==> src/rtl/wb_regfile_if.sv <==
// MEM/WB-to-writeback bus: pipeline-register outputs in, read ports and commit/forwarding info out.
interface wb_regfile_if;
    logic        MemtoReg_q;
    logic        RegWrite_q;
    logic [31:0] read_data_q;
    logic [31:0] ALU_result_q;
    logic [4:0]  rd_q;
    logic [5:0]  opcode_q;
    logic [4:0]  rs_addr;
    logic [4:0]  rt_addr;
    logic [31:0] rs_data;
    logic [31:0] rt_data;
    logic        wb_we;
    logic [4:0]  wb_addr;
    logic [31:0] wb_data;
    logic [31:0] wb_count;

    modport master (
        output MemtoReg_q, RegWrite_q, read_data_q, ALU_result_q, rd_q, opcode_q,
        output rs_addr, rt_addr,
        input  rs_data, rt_data, wb_we, wb_addr, wb_data, wb_count
    );

    modport slave (
        input  MemtoReg_q, RegWrite_q, read_data_q, ALU_result_q, rd_q, opcode_q,
        input  rs_addr, rt_addr,
        output rs_data, rt_data, wb_we, wb_addr, wb_data, wb_count
    );
endinterface

==> src/rtl/wb_regfile.sv <==
// Writeback stage: load extraction, result mux, 32x32 register file with write-to-read bypass,
// and a retired-write counter.
module wb_regfile #(
    parameter bit          BIG_ENDIAN = 1'b1,
    parameter logic [31:0] SP_INIT    = 32'h0000_0000
) (
    input  logic         clk,
    input  logic         reset,
    wb_regfile_if.slave  bus
);
    localparam int unsigned XLEN   = 32;
    localparam int unsigned NREG   = 32;
    localparam int unsigned AW     = 5;
    localparam int unsigned SP_IDX = 29;

    localparam logic [5:0] OP_LB  = 6'h20;
    localparam logic [5:0] OP_LH  = 6'h21;
    localparam logic [5:0] OP_LBU = 6'h24;
    localparam logic [5:0] OP_LHU = 6'h25;

    logic [XLEN-1:0] r_regs [NREG];
    logic [XLEN-1:0] r_wb_count;

    logic [1:0]      w_lane;
    logic            w_hlane;
    logic [7:0]      w_byte;
    logic [15:0]     w_half;
    logic [XLEN-1:0] w_load;
    logic [XLEN-1:0] w_wb_data;
    logic            w_we;

    // Lane index counts from bit 0 upward; big-endian mirrors the byte offset.
    always_comb begin
        w_lane  = BIG_ENDIAN ? 2'(~bus.ALU_result_q[1:0]) : bus.ALU_result_q[1:0];
        w_hlane = BIG_ENDIAN ? ~bus.ALU_result_q[1] : bus.ALU_result_q[1];
        w_byte  = bus.read_data_q[7:0];
        case (w_lane)
            2'd0:    w_byte = bus.read_data_q[7:0];
            2'd1:    w_byte = bus.read_data_q[15:8];
            2'd2:    w_byte = bus.read_data_q[23:16];
            default: w_byte = bus.read_data_q[31:24];
        endcase
        w_half = w_hlane ? bus.read_data_q[31:16] : bus.read_data_q[15:0];
    end

    always_comb begin
        w_load = bus.read_data_q;
        case (bus.opcode_q)
            OP_LB:   w_load = {{24{w_byte[7]}}, w_byte};
            OP_LBU:  w_load = {24'd0, w_byte};
            OP_LH:   w_load = {{16{w_half[15]}}, w_half};
            OP_LHU:  w_load = {16'd0, w_half};
            default: w_load = bus.read_data_q;
        endcase
    end

    assign w_wb_data = bus.MemtoReg_q ? w_load : bus.ALU_result_q;
    assign w_we      = bus.RegWrite_q && (bus.rd_q != AW'(0)) && !reset;

    assign bus.wb_we    = w_we;
    assign bus.wb_addr  = bus.rd_q;
    assign bus.wb_data  = w_wb_data;
    assign bus.wb_count = r_wb_count;

    // r0 is never written since w_we excludes rd_q == 0.
    always_ff @(posedge clk) begin
        if (reset) begin
            for (int i = 0; i < int'(NREG); i++) begin
                r_regs[i] <= (i == int'(SP_IDX)) ? SP_INIT : XLEN'(0);
            end
            r_wb_count <= XLEN'(0);
        end else if (w_we) begin
            r_regs[bus.rd_q] <= w_wb_data;
            r_wb_count       <= r_wb_count + XLEN'(1);
        end
    end

    function automatic logic [XLEN-1:0] read_port(input logic [AW-1:0] addr);
        if (addr == AW'(0))
            return XLEN'(0);
        else if (w_we && (addr == bus.rd_q))
            return w_wb_data;
        else
            return r_regs[addr];
    endfunction

    assign bus.rs_data = read_port(bus.rs_addr);
    assign bus.rt_data = read_port(bus.rt_addr);
endmodule

==> src/flat_wrapper.sv <==
// flat-port wrapper written by rule: the top's interface ports become plain ports
module wb_regfile_flat 
#(
    parameter bit          BIG_ENDIAN = 1'b1,
    parameter logic [31:0] SP_INIT    = 32'h0000_0000
)
  (clk, reset, bus_MemtoReg_q, bus_RegWrite_q, bus_read_data_q, bus_ALU_result_q, bus_rd_q, bus_opcode_q, bus_rs_addr, bus_rt_addr, bus_rs_data, bus_rt_data, bus_wb_we, bus_wb_addr, bus_wb_data, bus_wb_count);
  wb_regfile_if bus_i ();
  input  logic clk;
  input  logic reset;
  input wire logic [$bits(bus_i.MemtoReg_q)-1:0] bus_MemtoReg_q;
  input wire logic [$bits(bus_i.RegWrite_q)-1:0] bus_RegWrite_q;
  input wire logic [$bits(bus_i.read_data_q)-1:0] bus_read_data_q;
  input wire logic [$bits(bus_i.ALU_result_q)-1:0] bus_ALU_result_q;
  input wire logic [$bits(bus_i.rd_q)-1:0] bus_rd_q;
  input wire logic [$bits(bus_i.opcode_q)-1:0] bus_opcode_q;
  input wire logic [$bits(bus_i.rs_addr)-1:0] bus_rs_addr;
  input wire logic [$bits(bus_i.rt_addr)-1:0] bus_rt_addr;
  output wire logic [$bits(bus_i.rs_data)-1:0] bus_rs_data;
  output wire logic [$bits(bus_i.rt_data)-1:0] bus_rt_data;
  output wire logic [$bits(bus_i.wb_we)-1:0] bus_wb_we;
  output wire logic [$bits(bus_i.wb_addr)-1:0] bus_wb_addr;
  output wire logic [$bits(bus_i.wb_data)-1:0] bus_wb_data;
  output wire logic [$bits(bus_i.wb_count)-1:0] bus_wb_count;
  assign bus_i.MemtoReg_q = bus_MemtoReg_q;
  assign bus_i.RegWrite_q = bus_RegWrite_q;
  assign bus_i.read_data_q = bus_read_data_q;
  assign bus_i.ALU_result_q = bus_ALU_result_q;
  assign bus_i.rd_q = bus_rd_q;
  assign bus_i.opcode_q = bus_opcode_q;
  assign bus_i.rs_addr = bus_rs_addr;
  assign bus_i.rt_addr = bus_rt_addr;
  assign bus_rs_data = bus_i.rs_data;
  assign bus_rt_data = bus_i.rt_data;
  assign bus_wb_we = bus_i.wb_we;
  assign bus_wb_addr = bus_i.wb_addr;
  assign bus_wb_data = bus_i.wb_data;
  assign bus_wb_count = bus_i.wb_count;
  wb_regfile #(.BIG_ENDIAN(BIG_ENDIAN), .SP_INIT(SP_INIT)) u_core (.clk(clk), .reset(reset), .bus(bus_i));
endmodule
==> config.mk <==
export PLATFORM = sky130hd
export DESIGN_NAME = wb_regfile_flat
export DESIGN_NICKNAME = d
export VERILOG_FILES = /design/src/rtl/wb_regfile_if.sv /design/src/rtl/wb_regfile.sv /design/src/flat_wrapper.sv
export SDC_FILE = /design/constraint.sdc
export NUM_CORES = 2
export LEC_CHECK = 0
export CORE_MARGIN = 2
export CORE_UTILIZATION = 49
export CTS_BUF_LIST = sky130_fd_sc_hd__clkbuf_4 sky130_fd_sc_hd__clkbuf_8
export CTS_CLUSTER_DIAMETER = 80
export DETAILED_ROUTE_END_ITERATION = 12
export PLACE_DENSITY = 0.66
export SLEW_MARGIN = 20
export SYNTH_ARGS = -nofsm -noshare
export SYNTH_HDL_FRONTEND = slang
export SYNTH_SLANG_ARGS = --single-unit
==> constraint.sdc <==
create_clock -name clk -period 3.9 [get_ports clk]
set_input_delay 0.78 -clock clk [delete_from_list [all_inputs] [get_ports clk]]
set_output_delay 0.78 -clock clk [all_outputs]
set_load 0.02 [all_outputs]
### After elaboration in Yosys (flattened, before gate mapping)

Memories as Yosys holds them, arrays and structs flattened.
Cells that the tools add are included.
W data, S select, Z words.

* output and inout port bits: 134
* input port bits: 89
* memory bits (writable): 1024
* memories: 1
* bits in registers: 32

Memory list
* u_core.r_regs: depth 32, width 32, rd ports 2, clocked after Yosys merged registers in 0, write ports 32, line wb_regfile.sv:21 `logic [XLEN-1:0] r_regs [NREG];`

* reductions and logical operators: 10
* eq/ne operators: 8
* add/subtract/negate cells: 1
* muxes and demuxes: 16
* bitwise logic cells: 1

Operators with widths (number)
* $mux W32: 6
* $pmux W32 S4: 1
* $add A32 B1 Y32 const B: 1
* $reduce_or A32 Y1: 1
* $eq A6 B6 Y1 const B: 4
* $pmux W8 S3: 1
* $mux W16: 1
* $eq A5 B5 Y1: 2
* $logic_not A5 Y1: 2
* $mux W1: 6
* $mux W5: 1
* $reduce_bool A5 Y1: 1
* $logic_and A1 B1 Y1: 4
* $eq A2 B1 Y1 const B: 1
* $eq A2 B2 Y1 const B: 1
* $logic_not A2 Y1: 1
* $not A2 Y2: 1
* $logic_not A1 Y1: 1

### Logic depth before layout (Yosys ltp)

* word-level depth: 8
* mapped depth: 9

### Worst setup path before layout

OpenSTA, ideal clock, no wires.

* path kind: in2out
* from: input bus_opcode_q[1]
* to: output bus_rt_data[30]
* setup slack: 0.236 ns
* data required time: 3.120 ns
* data arrival time: 2.884 ns
* buffers on the path: 2
* stages: 6
* cells stage by stage: or4b_1 -> clkbuf_1 -> o31a_1 -> o32a_1 -> clkbuf_1 -> a2111oi_1

* word-level cells in the longest chain between the ends: 5
* elaborated cells on any way between the ends: 8
* classes of those cells: 4 x eq/ne; 4 x mux

Ends and longest elaborated chain
* from (decl): line flat_wrapper.sv:16 `input wire logic [$bits(bus_i.opcode_q)-1:0] bus_opcode_q;`
* $eq A6 B6 Y1: line wb_regfile.sv:48 `case (bus.opcode_q)`
* $pmux W32 S4 *: line wb_regfile.sv:48
* $mux W32 *: line wb_regfile.sv:57 `assign w_wb_data = bus.MemtoReg_q ? w_load : bus.ALU_result_q;`
* $mux W32 *: line wb_regfile.sv:81 `else if (w_we && (addr == bus.rd_q))`
* $mux W32 *: line wb_regfile.sv:79 `if (addr == AW'(0))`
* to (decl): line flat_wrapper.sv:20 `output wire logic [$bits(bus_i.rt_data)-1:0] bus_rt_data;`

Mark *: on every way between the ends. The rest lies on a longest branch, timed or not.

### Final worst setup path

* from: input bus_rt_addr[3]
* to: output bus_rt_data[30]

* word-level cells in the longest chain between the ends: 4
* elaborated cells on any way between the ends: 6
* classes of those cells: 1 x eq/ne; 2 x mux; 2 x reduce/logical; 1 x memory

Ends and longest elaborated chain
* from (decl): line flat_wrapper.sv:18 `input wire logic [$bits(bus_i.rt_addr)-1:0] bus_rt_addr;`
* parallel branches: the longest is 3 deep, another holds $mem_v2 Z32 W32
* $mux W32 *: line wb_regfile.sv:79

Every way passes the cells marked *.

==> results.py <==
metrics = {
    "status": {
        "outcome": "finished, violations left",
        "violations": "negative setup slack",
    },
    "yosys": {
        "synth_area_leader_cell": "edfxtp_1",
        "yosys_register_bits": 1056,
        "synth_ff_type": "edfxtp_1",
        "yosysUniqueCellTypes": 71,
        "synthesis.area_mm2": 0.0552,
        "synth_warnings": 0,
        "yosys.area_share.adder": 0.000227,
        "synthTopCellsByArea": "edfxtp_1, mux4_2, nor2_1",
        "synthSimpleGateAreaFrac": 0.105,
        "synth_seq_area_share": 0.569,
        "netlist_top_cells_count": "nor2_1, edfxtp_1, mux4_2",
        "synth_xor_area_frac": 0.00412,
        "syn_inst": 4011,
        "yosysMostFrequentCell": "nor2_1",
        "async_reset_ff_frac": 0,
        "synth-compound-area-share": 0.0606,
        "synth_top_area_frac": 0.557,
        "synth_mux_area_frac": 0.222,
        "synth_top_family_by_area": "multiplexers",
        "synth.avg_cell_area_um2": 13.8,
        "synth_edf_count": 1024,
    },
    "routing": {
        "antenna_left": 0,
        "wl_per_cell_um": 30.3,
        "firstDrtPassIters": 6,
        "drc": 0,
        "routed_via_density": 6.50,
        "wl_um": 194000,
        "first_iter_violations": 5641,
        "vias": 41500,
    },
    "floorplan": {
        "io_pins": 223,
        "die_area_mm2": 0.115,
        "fp.coreArea_mm2": 0.112,
        "die_h_um": 340,
        "die_w_um": 340,
        "initial_utilization": 0.492,
        "rows": 123,
    },
    "critical_path": {
        "crit_family": "buffers and inverters",
        "critical_path_class": "in -> out",
        "r2r-start": "u_core.bus.wb_count[6]",
        "cp.arrival_ps": 3130,
        "worst_setup_path_start_kind": "primary input",
        "critPathMaxFanout": 6,
        "critPathSlowestCell": "a2111oi_4",
        "cpPeakStageDelay_ps": 470,
        "crit_chain": "clkdlybuf4s50_1, buf_12, xnor2_2, nand4_1, nor2_4, buf_12, buf_4, nor3_2, a2111oi_4, buf_4, buf_6",
        "path_buf_inv": 6,
        "reg2reg_depth": 5,
        "reg2reg_setup_slack_ps": 1570,
        "r2r_end": "u_core.bus.wb_count[27]",
        "cp.required_ps": 3120,
        "end_kind": "output port",
    },
    "placed_design": {
        "dp_worst_setup_slack_ps": -1140,
        "dpl.hpwl_um": 129000,
        "gpl.final_weighted_congestion": 0.957,
        "io_buffers": 222,
    },
    "clock_network": {
        "clock_latency_ps": 860,
        "hold_buffers": 0,
        "root_buffer": "clkbuf_8",
        "cts.sink_count": 1056,
        "cts_buffer_depth": 3,
        "tritoncts": "done",
        "clk_pin_slew_ps": 60,
        "htreeDepth": 4,
        "numCtsBuffers": 180,
    },
    "sta": {
        "rsz0062_at_grt": "yes",
        "period_share": 1.00,
        "worst_slew_pin_slew_ps": 987,
        "hold_viol": 0,
        "skew_ps": 7.50,
        "holdWs_ps": 509,
        "setup-violations-final": 1,
        "max-slew-margin-rel": 0.342,
        "max_freq_mhz": 256,
        "setup_ws_ps": -7.26,
        "slew_violations": 0,
        "fin_crit_ps": 3910,
    },
    "global_route": {
        "grt_max_degree": 66,
        "grt_pass1_wl_um": 278000,
        "antenna_found_initial": 6,
        "grt.total_usage": 0.333,
        "grt_pass1_vias": 41900,
        "grt_overflow": 0,
    },
    "final_layout": {
        "multi_input_comb_area_mm2": 0.0229,
        "seqCellArea_mm2": 0.0314,
        "nFillCells": 8537,
        "drive_above_1_share": 0.363,
        "area_delta_synth_final_pct": 25.7,
        "fin_nets": 4849,
    },
    "min_path": {
        "hold_path.startpoint": "u_core.bus.wb_count[25]",
        "hold_end": "u_core.bus.wb_count[25]",
        "min_path_cells": 2,
        "hp-class": "reg -> reg",
    },
    "power_and_ir_drop": {
        "p_total_uw": 28000,
        "peakVddDrop_v": 0.000378,
        "p_leak_uw": 0.0255,
        "power_density_mw_per_mm2": 403,
    },
    "flow_run": {
        "maxCapViolations": 0,
    },
}
[where the power goes]
group	internal, uW	leakage [uW]	switching [uW]
combinational	2300	0.0137	2720
clock	4980	0.00178	4620
sequential	13100	0.0100	305
[registers in the layout (all words and copies together), names as in the netlist]
name,flops
u_core.bus.wb_count,32
u_core.r_regs,1024
[per-stage QoR]
step | utilization | cells | setup TNS (ps) | area, um2
2_1_floorplan | - | 4042 | 0 | 55300
3_3_place_gp | 0.575 | 6018 | -44530 | 64500
3_5_place_dp | 0.575 | 6018 | -43870 | 64500
4_1_cts | 0.613 | 6355 | -503 | 68700
5_1_grt | 0.619 | 6393 | -67.6 | 69400
6_report | 0.619 | 6393 | -7.26 | 69400
[worst max path at each step]
stage	from	to	slack [ps]	depth (start not counted)
4_1_cts	bus_opcode_q[4]	bus_rs_data[30]	-130	11
3_3_place_gp	bus_rd_q[3]	bus_rt_data[30]	-1140	9
2_1_floorplan	bus_opcode_q[1]	bus_rt_data[30]	240	6
3_5_place_dp	bus_opcode_q[1]	bus_rt_data[30]	-1140	8
5_1_grt	bus_rs_addr[0]	bus_rs_data[7]	-20	11
6_report	bus_rt_addr[3]	bus_rt_data[30]	-7	11
[layout by cell type, fill, tap and decap left out, types with 19 or more instances in the layout]
cell	count
o22ai_1	95
edfxtp_1	1024
inv_1	43
a221oi_1	24
dfxtp_1	32
a211oi_1	38
o21ai_0	40
a211oi_4	27
nor2_1	1039
clkbuf_8	184
buf_12	138
a22o_1	34
clkdlybuf4s50_1	105
a22oi_1	26
nand2_1	87
buf_4	580
mux2i_1	131
buf_6	30
a211oi_2	22
a21oi_1	23
and3_1	19
conb_1	32
clkinv_1	51
nor3_1	54
nand2_2	34
dlygate4sd2_1	28
buf_2	27
clkbuf_4	58
mux4_2	480
[repair_timing]
action	CTS	global route
gates cloned	4	4
gates resized for setup	441	98
setup buffers	19	33
endpoints found under the setup margin	96	75
pin swaps	25	25
[layer usage]
layer  share of wire  wire (um)  GRT usage
met5        0.000067         13          0
met4           0.064      12400      0.190
met1            0.36      69700      0.441
met2            0.46      88600      0.510
met3            0.12      23100     0.0746
[tightest hold or removal path, cell delays in order (launching register included)]
cell     delay, ps
dfxtp_1        330
o21ai_0         80
a21oi_1         60
[cells by family after synthesis]
kind of cell    after synthesis
fa+ha+maj                     1
flops                      1056
simple gates               1394
mux                         625
buf+inv                     475
compound gates              433
xor+xnor                     26
other cells                   1
[final cells by class]
type | count | area share
antenna | 1 | 0.0000361
clock buffer | 241 | 0.0426
clock inverter | 74 | 0.00573
inverter | 47 | 0.00254
multi-input combinational | 2511 | 0.330
sequential | 1056 | 0.452
tap | 1500 | 0.0270
timing repair buffer | 963 | 0.140
Power figures use the tool's default switching activity.
